$ cat src/rtl/fib_pkg.sv
// fib_pkg: shared types and constants for the Fibonacci job scheduler.
package fib_pkg;

  typedef enum logic [1:0] {
    IDLE,
    ISSUE,
    WAIT,
    RESP
  } sched_state_e;

  localparam int unsigned FIB_W     = 32;
  localparam int unsigned IDX_W     = 8;
  localparam int unsigned FIB_MAX_N = 47;
  localparam logic [FIB_W-1:0] FIB_SAT = 32'hFFFF_FFFF;

endpackage

$ cat src/rtl/rr_arbiter.sv
// rr_arbiter: combinational round-robin grant, searching upward from last_i+1 with wrap.
module rr_arbiter #(
  parameter  int unsigned N  = 4,
  localparam int unsigned IW = $clog2(N)
) (
  input  logic [N-1:0]  req_i,
  input  logic [IW-1:0] last_i,
  input  logic          en_i,
  output logic [N-1:0]  gnt_o,
  output logic [IW-1:0] gnt_id_o
);

  logic [IW-1:0] idx;

  always_comb begin
    gnt_o    = '0;
    gnt_id_o = '0;
    idx      = '0;
    if (en_i) begin
      // Scan from lowest to highest priority; the last hit is the nearest requester after last_i.
      for (int unsigned off = N; off >= 1; off--) begin
        idx = IW'((32'(last_i) + off) % N);
        if (req_i[idx]) begin
          gnt_o      = '0;
          gnt_o[idx] = 1'b1;
          gnt_id_o   = idx;
        end
      end
    end
  end

endmodule

$ cat src/rtl/fib_sched.sv
// fib_sched: shares one Fibonacci engine among NUM_REQ requesters, one job at a time.
// Optional issue/wait watchdog built when FIB_SCHED_TIMEOUT_EN is defined.
module fib_sched
  import fib_pkg::*;
#(
  parameter  int unsigned NUM_REQ = 4,
  parameter  int unsigned MAX_N   = FIB_MAX_N,
  parameter  int unsigned TIMEOUT = 1023,
  localparam int unsigned ID_W    = $clog2(NUM_REQ)
) (
  input  logic                     CLK,
  input  logic                     rst_n,
  input  logic [NUM_REQ-1:0]       req_vld,
  input  logic [NUM_REQ*IDX_W-1:0] req_n,
  output logic [NUM_REQ-1:0]       req_rdy,
  output logic [NUM_REQ-1:0]       resp_vld,
  output logic [FIB_W-1:0]         resp_data,
  output logic                     resp_err,
  input  logic [NUM_REQ-1:0]       resp_rdy,
  output logic                     eng_vld_in,
  output logic [IDX_W-1:0]         eng_fib_in,
  input  logic                     eng_rdy_in,
  input  logic                     eng_vld_out,
  input  logic [FIB_W-1:0]         eng_fib_out,
  output logic                     eng_rdy_out,
  output logic                     busy,
  output logic [ID_W-1:0]          grant_id
);

  localparam logic [IDX_W-1:0] MAX_N_IDX = IDX_W'(MAX_N);

  sched_state_e     state_q, state_d;
  logic [ID_W-1:0]  last_q, last_d, id_q, id_d;
  logic [IDX_W-1:0] n_q, n_d, sel_n;
  logic [FIB_W-1:0] data_q, data_d;
  logic             arb_en;
  logic [NUM_REQ-1:0] gnt;
  logic [ID_W-1:0]  gnt_id;
  logic             timeout_hit;
  logic             stale_q;

  assign arb_en = rst_n && (state_q == IDLE);

  rr_arbiter #(.N(NUM_REQ)) u_arb (
    .req_i   (req_vld),
    .last_i  (last_q),
    .en_i    (arb_en),
    .gnt_o   (gnt),
    .gnt_id_o(gnt_id)
  );

  assign req_rdy = gnt;
  assign sel_n   = IDX_W'(req_n >> (gnt_id * IDX_W));

  always_comb begin
    state_d = state_q;
    last_d  = last_q;
    id_d    = id_q;
    n_d     = n_q;
    data_d  = data_q;
    unique case (state_q)
      IDLE: begin
        if (|gnt) begin
          last_d = gnt_id;
          id_d   = gnt_id;
          n_d    = sel_n;
          if (sel_n > MAX_N_IDX) begin
            data_d  = FIB_SAT;
            state_d = RESP;
          end else begin
            state_d = ISSUE;
          end
        end
      end
      ISSUE: begin
        if (eng_rdy_in) begin
          state_d = WAIT;
        end else if (timeout_hit) begin
          data_d  = '0;
          state_d = RESP;
        end
      end
      WAIT: begin
        if (eng_vld_out && !stale_q) begin
          data_d  = eng_fib_out;
          state_d = RESP;
        end else if (timeout_hit) begin
          data_d  = '0;
          state_d = RESP;
        end
      end
      RESP: begin
        if (resp_rdy[id_q]) state_d = IDLE;
      end
      default: state_d = IDLE;
    endcase
  end

  always_ff @(posedge CLK) begin
    if (!rst_n) begin
      state_q <= IDLE;
      last_q  <= ID_W'(NUM_REQ - 1);
      id_q    <= '0;
      n_q     <= '0;
      data_q  <= '0;
    end else begin
      state_q <= state_d;
      last_q  <= last_d;
      id_q    <= id_d;
      n_q     <= n_d;
      data_q  <= data_d;
    end
  end

`ifdef FIB_SCHED_TIMEOUT_EN
  localparam int unsigned CNT_W = $clog2(TIMEOUT + 1);

  logic [CNT_W-1:0] cnt_q, cnt_d;
  logic             err_q, err_d, stale_d, timeout_fire;

  assign timeout_hit  = (cnt_q == CNT_W'(TIMEOUT - 1));
  assign timeout_fire = timeout_hit &&
                        (((state_q == ISSUE) && !eng_rdy_in) ||
                         ((state_q == WAIT) && !(eng_vld_out && !stale_q)));

  always_comb begin
    cnt_d   = '0;
    err_d   = err_q;
    stale_d = stale_q;
    if (((state_q == ISSUE) || (state_q == WAIT)) && (state_d == state_q))
      cnt_d = cnt_q + 1'b1;
    if ((state_q == IDLE) && (|gnt)) err_d = 1'b0;
    else if (timeout_fire)           err_d = 1'b1;
    // Only a job the engine already accepted can produce a late result worth discarding.
    if (timeout_fire && (state_q == WAIT)) stale_d = 1'b1;
    else if (stale_q && eng_vld_out)       stale_d = 1'b0;
  end

  always_ff @(posedge CLK) begin
    if (!rst_n) begin
      cnt_q   <= '0;
      err_q   <= 1'b0;
      stale_q <= 1'b0;
    end else begin
      cnt_q   <= cnt_d;
      err_q   <= err_d;
      stale_q <= stale_d;
    end
  end

  assign resp_err = err_q;
`else
  assign timeout_hit = 1'b0;
  assign stale_q     = 1'b0;
  assign resp_err    = 1'b0;
`endif

  always_comb begin
    resp_vld = '0;
    if (state_q == RESP) resp_vld[id_q] = 1'b1;
  end

  assign resp_data   = data_q;
  assign eng_vld_in  = (state_q == ISSUE);
  assign eng_fib_in  = n_q;
  assign eng_rdy_out = (state_q == WAIT) || stale_q;
  assign busy        = (state_q != IDLE);
  assign grant_id    = id_q;

endmodule

$ cat config.mk
export PLATFORM = sky130hd
export DESIGN_NAME = fib_sched
export DESIGN_NICKNAME = d
export VERILOG_FILES = /design/src/rtl/fib_pkg.sv /design/src/rtl/rr_arbiter.sv /design/src/rtl/fib_sched.sv
export SDC_FILE = /design/constraint.sdc
export NUM_CORES = 1
export LEC_CHECK = 0
export ABC_AREA = 1
export CORE_ASPECT_RATIO = 1.4
export CORE_MARGIN = 10
export CORE_UTILIZATION = 39
export CTS_CLUSTER_SIZE = 14
export DETAILED_ROUTE_END_ITERATION = 10
export HOLD_SLACK_MARGIN = 0.08
export PLACE_DENSITY = 0.78
export SLEW_MARGIN = 5
export SYNTH_ARGS = -nofsm -noshare
export SYNTH_HDL_FRONTEND = slang
export SYNTH_HIERARCHICAL = 1
export SYNTH_SLANG_ARGS = --single-unit
$ cat constraint.sdc
create_clock -name CLK -period 2.9 [get_ports CLK]
set_input_delay 0.725 -clock CLK [delete_from_list [all_inputs] [get_ports CLK]]
set_output_delay 0.725 -clock CLK [all_outputs]
set_load 0.02 [all_outputs]
[Yosys cells after proc, flatten, opt, wreduce, memory -nomap -nowiden]
Cells that the tools add are included.
Storage, ports and cells
  output and inout port bits: 54
  logic and storage cells: 83
  ROM bits: 0
  memories kept: 0
  input port bits: 76
  bits in writable memories: 0
  register bits: 46
  latch bits: 0
Operators by class
  multiplexer cells: 41
  multipliers: 0
  div/mod/pow operators: 0
  $add $sub $neg: 4
  eq/ne operators: 8
  $lt $le $gt $ge: 11
  reduce and logical (&&, ||, !) cells: 13
  shift-type cells: 1
  bitwise operators: 0
Operators by type and width (count)
  32-bit 2-to-1 mux: 3
  32-bit case mux with 2 select lines: 1
  32-bit by 5-bit right shift with 8-bit output: 1
  4-bit 2-to-1 mux: 6
  2-bit 2-to-1 mux: 10
  2-bit by 3-bit < comparator with 1-bit output (second input constant): 5
  1-bit binary-select mux with 2-bit select: 5
  1-bit demux with 2-bit select: 5
  2-bit by 1-bit greater-or-equal comparator with 1-bit output (second input constant): 5
  1-bit 2-to-1 mux: 10
  8-bit by 6-bit greater-than comparator with 1-bit output (second input constant): 1
  2-bit case mux with 4 select lines: 1
  4-bit AND reduction: 2
  1-bit logical AND: 6
  2-bit by 1-bit != test with 1-bit output (second input constant): 3
  2-bit by 1-bit adder with 2-bit output (second input constant): 2
  2-bit adder (second input constant): 2
  2-bit == test (second input constant): 2
  2-bit != test (second input constant): 2
  2-bit nonzero test: 2
  4-bit OR reduction: 1
  2-bit by 1-bit == test with 1-bit output (second input constant): 1
  2-bit logical NOT: 1
  2-bit AND reduction: 1

[Longest topological paths before layout]
Gate-level depths: netlist (run 1).
  word-level depth: 13
  depth in mapped cells: 25
  gate-level depth less buffers: 21

[Modules after synthesis]
The synthesis (run 1) kept the hierarchy.
Modules (own cells, without submodules)
  fib_sched: area each 2518.7 µm², cells an instance 372, instances 1, seq. area each 920.9 µm²
  rr_arbiter: area each 465.4 µm², cells an instance 90, instances 1, seq. area each 0.0 µm²

[Worst setup path after synthesis (run 1)]
Ideal clock, no wire load.
  kind: input-to-reg
  from: input port rst_n
  to: register data_q[12], in the netlist resp_data[12]
  slack: -29 ps
  buffers on the path: 3
  library setup time: 115 ps
  required time: 2785 ps
  arrival time: 2814 ps
  stages: 14
  cells stage by stage: clkbuf_1 > clkbuf_1 > nand2_1 > inv_1 > o21ai_0 > a21oi_1 > nor2_1 > nand4_1 > nand2_1 > nor2_2 > buf_2 > nand3_1 > nand2_1 > nor2_1
On the way
  elaborated cells on any way between the ends: 9
  classes of those cells: order compare: 1; eq/ne: 2; shift: 1; mux: 2; reduce/logical: 3
RTL lines
  start: declaration: line fib_sched.sv:12  | input logic rst_n,
  1-bit logical AND: line fib_sched.sv:42  | assign arb_en = rst_n && (state_q == IDLE);
  net arb_en: line fib_sched.sv:36  | logic arb_en;
  4-bit 2-to-1 mux: line rr_arbiter.sv:19  | if (en_i) begin
  net req_rdy[2]: line fib_sched.sv:15  | output logic [NUM_REQ-1:0] req_rdy,
  4-bit OR reduction: line fib_sched.sv:63  | if (|gnt) begin
  2-bit by 1-bit != test with 1-bit output (no source line)
  4-bit AND reduction (no source line)
  end signal: assignment: line fib_sched.sv:111  | data_q <= data_d;
  end: declaration: line fib_sched.sv:35  | logic [FIB_W-1:0] data_q, data_d;
The timed path passes the listed nets, and every way through them passes these cells.
A chain may end at the register's enable or synchronous reset.

[Worst setup path after layout (run 1)]
  from: input port rst_n
  to: register data_q[8], in the netlist resp_data[8]
On the way
  cells in the longest elaborated chain, start to end: 6
  elaborated cells on any way between the ends: 9
  classes of those cells: order compare: 1; eq/ne: 2; shift: 1; mux: 2; reduce/logical: 3
Ends and longest elaborated chain
  1-bit logical AND: line fib_sched.sv:42
  net arb_en: line fib_sched.sv:36
  2-bit 2-to-1 mux: line rr_arbiter.sv:19
  net gnt_id[1]: line fib_sched.sv:38  | logic [ID_W-1:0] gnt_id;
  32-bit by 5-bit right shift with 8-bit output: line fib_sched.sv:53  | assign sel_n = IDX_W'(req_n >> (gnt_id * IDX_W));
  8-bit by 6-bit greater-than comparator with 1-bit output: line fib_sched.sv:67  | if (sel_n > MAX_N_IDX) begin
  2-bit by 1-bit != test with 1-bit output (no source line)
  4-bit AND reduction (no source line)
The timed path passes the listed nets, and every way through them passes these cells.

==> summary by stage, run 1 <==
Global routing
The global-route wire length before repair is approximately 15 mm. The number of global-route vias before repair is between 3000 and 4000. The global routing usage summed across all routing layers is between 10% and 20%. The initial antenna violation count was 0.

Entering global routing, the biggest net connects 46 pins. The remaining global-route overflow is 0.

Layout
The number of diodes is 0. The summed area of non-filler cells in the final layout is 0.00489 mm^2. Of the cells placed in the final design, the portion with a size suffix greater than 1 is between 10% and 20%. The final layout contains roughly 700 nets. Relative to the synthesized area, the layout overhead comes to 63.9%. At the end of the flow the core is filled with cells to between 60% and 70%. The fill cell instance count of the final layout is roughly 650.

Synthesis
A synthesized cell averages roughly 6.5 um^2. The synthesized netlist occupies a cell area of between 0.002 and 0.003 mm^2. The part of the Yosys area used for sequential elements is roughly 31%.

The post-synthesis cell count is 462. Yosys printed 6 warnings. The number of register bits inferred by synthesis is 46. The number of distinct library cell variants in the gate-level netlist after synthesis is 29. The number of nets in the synthesized netlist is between 500 and 600.

Power
Net switching is 49.0% of the power. The internal cell power is ~3.3 mW. The share of power burned in registers is ~17%. VDD sags by at most around 0.61 mV. The power density of the placed cells is ~1300 mW/mm^2.

For this design the static power due to leakage is about 2.2 nW. The total net switching power is 3.15 mW. The clock share of power is 6.9%. The combinational power share is between 70% and 80%.

Placement
After detailed placement, the total cell area comes to between 0.004 and 0.005 mm^2. Once detailed placement completed, the half-perimeter wirelength came to about 7.4 mm. The port buffer count is 128. At the end of routability-driven placement, the weighted congestion stood at approximately 0.88.

Min path
The worst hold path passes through 2 cells. The type of the most critical hold path is reg -> reg. The hold path endpoint is resp_data[14]. The worst hold path begins at resp_data[14].

Setup path
The end of the worst register-to-register path is resp_data[8]. For the worst setup path, the data required time is about 3.1 ns. STA classifies the critical path endpoint as a flip-flop. Traced cell by cell, the critical path runs through clkdlybuf4s50_1 -> nand2_1 -> inv_1 -> buf_4 -> nand2_1 -> a31oi_2 -> buf_4 -> nand3_1 -> nand2_2 -> nand2_1 -> nor2_4 -> nand2_4 -> clkbuf_16 -> a21oi_1 -> nor2_1. In this run the worst path has a maximum fanout of 8. The worst endpoint data arrival time is around 3.0 ns. Across all register-to-register paths, the minimum setup slack is approximately 0.16 ns. The number of cells on the worst reg-to-reg path is 20. STA classifies the critical path startpoint as an input port.

The launch instance of the worst register-to-register path is last_q[0]. The setup path with the least slack is of type in -> reg. The cell with the biggest individual delay on the critical path is clkdlybuf4s50_1. The critical path's largest stage delay is around 0.49 ns. The cell with the most instances on the worst path is nand2_1.

Timing
The total count of max-transition violations in the final report is 0. The total of endpoints with negative setup slack in the final report is 0. The worst hold slack is slightly below 0.5 ns. The post-route clock skew is between 0.009 and 0.01 ns. Static timing analysis puts the maximum clock frequency at 356 MHz.

The number of hold violations in the final report was 0. The routed design could run at a clock period as short as 2.81 ns. The ratio of final minimum period to clock period is between 90% and 100%.

Route
The routed design has 10.5 mm of wire. The antenna violation net count after detailed routing is 0. The average detailed-routed wire length per instance is about 15 um. The total iterations of the first detailed-routing run is 4. The final route contains 3478 vias. The detail-routed via count per cell is 4.91. After detailed routing, the number of remaining DRC violations is 0. In this run, the number of DRC markers left after iteration 0 of detailed routing was approximately 130.

Die
The die extent in x is around 94 um. The area of the die is around 0.012 mm^2. The core region is between 0.007 and 0.008 mm^2. The y dimension of the die is approximately 120 um.

The row count is 37. 130 I/O pins were placed. For this configuration, the core starts out at a cell density of between 40% and 50%.

Clock network
The clock tree synthesis step divided the H-tree into 2 levels. Clock-pin slew was measured on the worst setup and hold paths at 0.09 ns. After clock tree synthesis, the flow added hold-fix buffers numbering 0. The number of buffers on the longest clock path is 2. Counting every sink on the clock net gives 46.

In this run, CTS created clock tree buffers numbering 5. TritonCTS built the clock tree. Clock tree synthesis selected as its root buffer the cell clkbuf_8. The clock reaches the later pin of the worst-skew pair after approximately 0.3 ns.

Run status
The run finished with clean final reports.

Run
The max capacitance violation total is 0.
-- state kept, by name, indices dropped and copies added, names as in the netlist --
signal and cells:
resp_data 32, eng_fib_in 8, grant_id 2, last_q 2, state_q 2
-- synthesized netlist by cell type --
| library cell | number | share of area (%) |
|---|---|---|
| nand2_1 | 108 | 14 |
| inv_2 | 4 | 0.50 |
| or2_2 | 2 | 0.42 |
| o21ai_0 | 22 | 3.7 |
| clkinv_1 | 1 | 0.13 |
| inv_1 | 31 | 3.9 |
| nor2_2 | 1 | 0.21 |
| o22ai_1 | 4 | 0.84 |
| dfxtp_1 | 46 | 31 |
| nand2_4 | 1 | 0.38 |
| conb_1 | 1 | 0.13 |
| ha_1 | 10 | 4.2 |
| a21boi_1 | 1 | 0.25 |
| a21oi_1 | 41 | 6.9 |
| nand4_1 | 2 | 0.42 |
| nor3_1 | 4 | 0.67 |
| and2_1 | 1 | 0.21 |
| buf_6 | 7 | 2.6 |
| nand2_2 | 4 | 0.84 |
| buf_4 | 3 | 0.75 |
| inv_4 | 1 | 0.21 |
| o21ai_2 | 1 | 0.29 |
| clkbuf_1 | 9 | 1.1 |
| buf_2 | 9 | 1.5 |
| nand3_2 | 24 | 8.1 |
| nor2_4 | 1 | 0.38 |
| nor2_1 | 92 | 12 |
| nand3_1 | 27 | 4.5 |
| a31oi_1 | 4 | 0.84 |
-- repair_timing --
action | CTS | global route
gates cloned | 1 | 7
buffers inserted | 0 | 7
resized for setup | 20 | 30
pin swaps | 1 | 9
endpoints found under the setup margin | 37 | 37
-- cell type report --
| type | instances | area (um^2) | share of cell area [%] |
|---|---|---|---|
| inverters | 37 | 144 | 2.94 |
| well taps | 97 | 121 | 2.48 |
| multi-input cells | 352 | 1870 | 38.2 |
| repair buffers | 169 | 1730 | 35.4 |
| flip-flops and latches | 46 | 921 | 18.8 |
| clock inverters | 1 | 8.76 | 0.179 |
| clock buffers | 7 | 96.3 | 1.97 |
-- routing by layer --
layer	vias up	share of wire (%)	global-route usage (%)
met3	9	7.5	5.09
met2	113	53	28.7
li1	1770	-	-
met1	1586	38	16.8
met5	-	0	0
met4	0	1.0	4.67
-- stage by stage --
step	std cells	setup WS [ns]	TNS, ns	power (mW)
6_report	709	0.0880	0	6.42
5_1_grt	709	-0.0385	-0.0695	6.95
4_1_cts	695	0.00256	0	5.85
3_5_place_dp	686	-0.417	-13.71	5.30
3_3_place_gp	686	-0.287	-9.49	5.19
2_1_floorplan	462	0.0876	0	3.86
-- cells by family (layout without fill, tap and decap cells) --
logic type,count (synthesis),count (layout),synth area share [%]
other cells,1,1,0.126
simple gates,267,268,41.3
fa+ha+maj,10,10,4.19
flops,46,46,30.9
compound gates,73,73,12.8
buf+inv,65,214,10.8
-- placed cells by master (no fill, tap or decap), drive strengths merged --
cell / count
a21oi: 41
a31oi: 4
nand2: 114
o21ai: 23
and2: 1
nor2: 94
dfxtp: 46
nand3: 51
clkbuf: 11
dlymetal6s2s: 4
clkdlybuf4s50: 120
ha: 10
nand4: 2
clkinv: 2
buf: 39
o22ai: 4
inv: 36
nor3: 4
conb: 1
clkdlybuf4s15: 2
a21boi: 1
or2: 2
-- power by group through the flow --
stage / logic, mW / registers [mW] / clock network [mW]
after floorplan: 2.49 / 1.37 / 0
after global placement: 4.13 / 1.06 / 0
after detailed placement: 4.23 / 1.07 / 0
after CTS: 4.33 / 1.06 / 0.452
after global routing: 5.37 / 1.10 / 0.483
final: 4.91 / 1.07 / 0.442
-- worst max-delay path by stage --
stage	startpoint	end	slack, ns	depth (start not counted)
finish	rst_n	resp_data[8]	0.09	15
global route	rst_n	resp_data[8]	-0.04	15
floorplan	rst_n	resp_data[21]	0.09	18
CTS	req_vld[3]	req_rdy[3]	0.003	11
global placement	req_vld[3]	req_rdy[1]	-0.29	12
detailed placement	req_vld[3]	resp_data[3]	-0.42	21
-- critical path, delay by kind of cell --
family                 cells  cell delay, ns
buffers and inverters      5            1.15
and+or+nand+nor            8            0.80
AOI/OAI and AO/OA          2            0.33
No activity file was read; power rests on OpenSTA's default activity.
==> run 2, diff against run 1 <==
--- a/config.mk
+++ b/config.mk
@@ -11,7 +11,8 @@
 export CORE_UTILIZATION = 39
 export CTS_CLUSTER_SIZE = 14
 export DETAILED_ROUTE_END_ITERATION = 10
-export HOLD_SLACK_MARGIN = 0.08
+export GPL_ROUTABILITY_DRIVEN = 0
+export HOLD_SLACK_MARGIN = 0.05
 export PLACE_DENSITY = 0.78
 export SLEW_MARGIN = 5
 export SYNTH_ARGS = -nofsm -noshare
==> results of run 2 <==
The final DEF is identical to that of run 1; final timing and power are the same.
==> run 3, diff against run 2 <==
--- a/config.mk
+++ b/config.mk
@@ -5,15 +5,13 @@
 export SDC_FILE = /design/constraint.sdc
 export NUM_CORES = 1
 export LEC_CHECK = 0
-export ABC_AREA = 1
 export CORE_ASPECT_RATIO = 1.4
 export CORE_MARGIN = 10
-export CORE_UTILIZATION = 39
-export CTS_CLUSTER_SIZE = 14
+export CORE_UTILIZATION = 36
 export DETAILED_ROUTE_END_ITERATION = 10
 export GPL_ROUTABILITY_DRIVEN = 0
 export HOLD_SLACK_MARGIN = 0.05
-export PLACE_DENSITY = 0.78
+export PLACE_DENSITY = 0.76
 export SLEW_MARGIN = 5
 export SYNTH_ARGS = -nofsm -noshare
 export SYNTH_HDL_FRONTEND = slang
==> run 3 against run 2 <==
  * The flow now finishes with violations (setup timing)
  * Register-to-register slack worse by 0.65 ns
  * Sequential share of layout area up 0.73 points
  * Total power down 12%
  * Die area down 5.4%
  * Largest power group unchanged
  * Highest routed layer unchanged
==> summary by stage, run 3 <==
Run status
The flow ran to the end, but the final reports show violations. The checks that failed: setup timing.

Route
The total via count after detailed routing is approximately 2800. The final routed wirelength across all metal layers is 9.97 mm. The iteration-0 DRC count of the detailed router is 155. Dividing the detail-routed wire length by the instance count gives 19.5 um. Using the TritonRoute via totals, the vias-per-cell ratio works out to around 5.4. The final routed DRC violation total is 0. The detail route stage leaves a number of antenna-violating nets equal to 0. The total iterations of the first detailed-routing run is 4.

Clock network
TritonCTS built the clock tree. The number of buffers on the longest clock path is 2. The later pin in the worst-skew pair is clocked with a latency of roughly 0.30 ns. The H-tree was split into 2 levels. The master cell of the clock root buffer is clkbuf_8. TritonCTS created 5 clock buffers.

The number of sinks on the clock net is 46. Clock-pin slew was measured on the worst setup and hold paths at roughly 0.09 ns.

Global routing
The initial antenna violation count came to 0. The number of global-route vias before repair is 2882. Entering global routing, the biggest net connects 34 pins. For this run the aggregate overflow at the end of global routing stands at 0. The global-route wire length before repair is around 15 mm. The global routing usage summed across all routing layers is between 15 and 20%.

Setup path
The worst endpoint data arrival time is between 3 and 4 ns. Counting stages on the worst path, the most repeated cell is buf_6. STA puts the critical path data required time at 3.09 ns. The critical path's largest stage delay is slightly above 0.5 ns. The number of buffer and inverter instances along the worst setup path is 4. Grouping stages by cell kind, the critical path spends the most delay in multiplexers. The worst-path maximum fanout is 8. The launching element type of the critical path is a flip-flop. The launch instance of the worst register-to-register path is last_q[0]. The critical path is of the reg -> reg type.

The endpoint class of the critical path is a flip-flop. The number of cells on the worst reg-to-reg path is 12. Tracing the worst setup path back leads to its startpoint at last_q[0]. The critical path crosses 12 cells after its start point. Among all stages on the critical path, the largest delay is contributed by mux4_2. The critical path goes through buf_6 -> buf_6 -> mux4_2 -> and2b_2 -> nor3_2 -> a211oi_2 -> buf_6 -> mux4_2 -> and2_4 -> buf_12 -> o311a_4 -> o221a_1.

Min path
The type of the most critical hold path is reg -> reg. The number of instances on the worst hold path is 2. The worst hold path begins at eng_fib_in[6].

Synthesis
Counting every instance in the synthesized netlist gives 243. The per-instance average area after synthesis is approximately 11 um^2. In the post-synthesis netlist, the cell with the most instances is dfxtp_1. For this run, the leading register cell type out of synthesis is dfxtp_1. In the post-synthesis netlist, the biggest area contributors are dfxtp_1 36%, o221a_1 13%, mux4_2 5.3%. The synthesized design spends more area on one cell type than any other, namely dfxtp_1. The number of register bits inferred by synthesis is between 40 and 50. In this run, synthesis inferred 0 flip-flops with an integrated enable. The number of nets in the synthesized netlist is ~330. The number of distinct library cell variants in the gate-level netlist after synthesis is 42.

The post-synthesis async set-or-reset flop share is 0%. By count the netlist is led by 46 x dfxtp_1, 32 x nand2_1, 30 x o221a_1, 20 x a21oi_1, 15 x inv_1. The part of the Yosys area used for sequential elements is 35.8%. The Yosys step of the flow raised 6 warnings. The mapped netlist covers between 0.002 and 0.003 mm^2. Of the post-synthesis cell area, the dominant cell type holds approximately 36%.

Timing
The worst path in the final design needs a cycle of 3.39 ns, including I/O delays and setup. For the pin with the worst max-slew slack, the measured transition is a little under 0.6 ns. The total count of max-transition violations in the final report is 0.

The number of hold violations in the final report is 0. Setup repair after global routing could not meet its margin everywhere. Setup violations remaining at the end of the flow were counted as 50. Static timing analysis puts the maximum clock frequency at 295 MHz.

The worst max-slew margin expressed relative to the limit is around three fifths. The worst hold slack is 0.455 ns. The final critical path takes up 117% of the cycle. Once routing completed, OpenROAD measured the worst setup slack at -0.491 ns. The post-route clock skew is ~0.011 ns.

Placement
The cell area after placement is 0.00416 mm^2. The port buffer count is about 130. Once detailed placement completed, the half-perimeter wirelength came to approximately 7 mm.

Layout
The register with the most flip-flops in the layout has 32 of them. The number of diodes is 0. The growth of design area from synthesis to finish is 84.1%. The fill cell instance count of the final layout is 517. In the layout the commonest cells are 120 x clkdlybuf4s50_1, 44 x dfxtp_1, 35 x buf_4. The utilization after layout is between 60% and 70%. The net count of the finished layout is about 500.

Of the cells placed in the final design, the portion with a size suffix greater than 1 is 29.6%. The summed area of non-filler cells in the final layout is 0.00474 mm^2. The library cell used most frequently in the layout, excluding fill and tap cells, is clkdlybuf4s50_1.

Die
The area of the die is 0.0110 mm^2. The die extent in x is between 90 and 100 um. The area of the core is 0.00698 mm^2. The initial core utilization is between 30% and 40%.

The row count is 36. The top-level I/O count is between 100 and 150. The die is roughly 120 um tall.

Power
In this run the power density over the cells is 1190 mW/mm^2. The static power due to leakage is approximately 1.8 nW. The worst-case IR drop observed on VDD is 0.824 mV.

Run
The max capacitance violation total is 0.
## run 3: repair_timing
item	in CTS	in global routing
gates resized for setup	69	21
pin swaps	18	29
hold buffers	0	0
setup buffers	10	5
gates cloned	4	2
setup endpoints to repair	50	50
## run 3: routing by layer
metal | global-route usage (%) | share of wire [%] | up-vias
met4 | 3.93 | 0.40 | 0
met3 | 5.55 | 8.4 | 6
li1 | - | - | 1289
met5 | 0 | 0 | -
met2 | 29.9 | 52 | 127
met1 | 18.6 | 39 | 1337
## run 3: final timing paths
kind                        end  slack, ns
setup reg to reg  resp_data[10]      -0.49
hold reg to reg   eng_fib_in[6]       0.46
setup / recovery  resp_data[10]      -0.49
hold / removal    eng_fib_in[6]       0.46
## run 3: worst min-delay path: stages (launching register included)
cell     delay (ns)
dfxtp_1        0.32
nand2_1        0.05
a21oi_1        0.05
## run 3: cell families after synthesis
kind of cell | Yosys count | synth area share, %
AOI/OAI and AO/OA | 74 | 26.4
and+or+nand+nor | 61 | 12.0
DFF | 46 | 35.8
buffers and inverters | 33 | 7.44
muxes | 18 | 13.3
adders and majority gates | 10 | 4.86
other | 1 | 0.146
## run 3: cell type report
class	instances	area [um^2]	area share (%)
clock buffers	5	68.8	1.45
clock inverters	3	23.8	0.502
inverters	15	58.8	1.24
multi-input cells	167	1730	36.6
flip-flops and latches	46	926	19.6
well taps	95	119	2.51
repair buffers	180	1810	38.2
## run 3: through the flow
stage / setup slack, ns / TNS [ns] / instances / power [mW]
after floorplan: -0.593 / -23.20 / 243 / 3.02
after global placement: -1.16 / -52.39 / 483 / 4.27
after detailed placement: -1.22 / -54.23 / 483 / 4.34
after CTS: -0.500 / -16.76 / 504 / 5.26
after global routing: -0.616 / -23.16 / 511 / 5.98
final: -0.491 / -17.77 / 511 / 5.65
## run 3: power by group
group	internal (mW)	switching (mW)	total [mW]
logic	2.17	2.00	4.18
registers	0.907	0.156	1.06
clock network	0.173	0.237	0.410
total	3.25	2.40	5.65
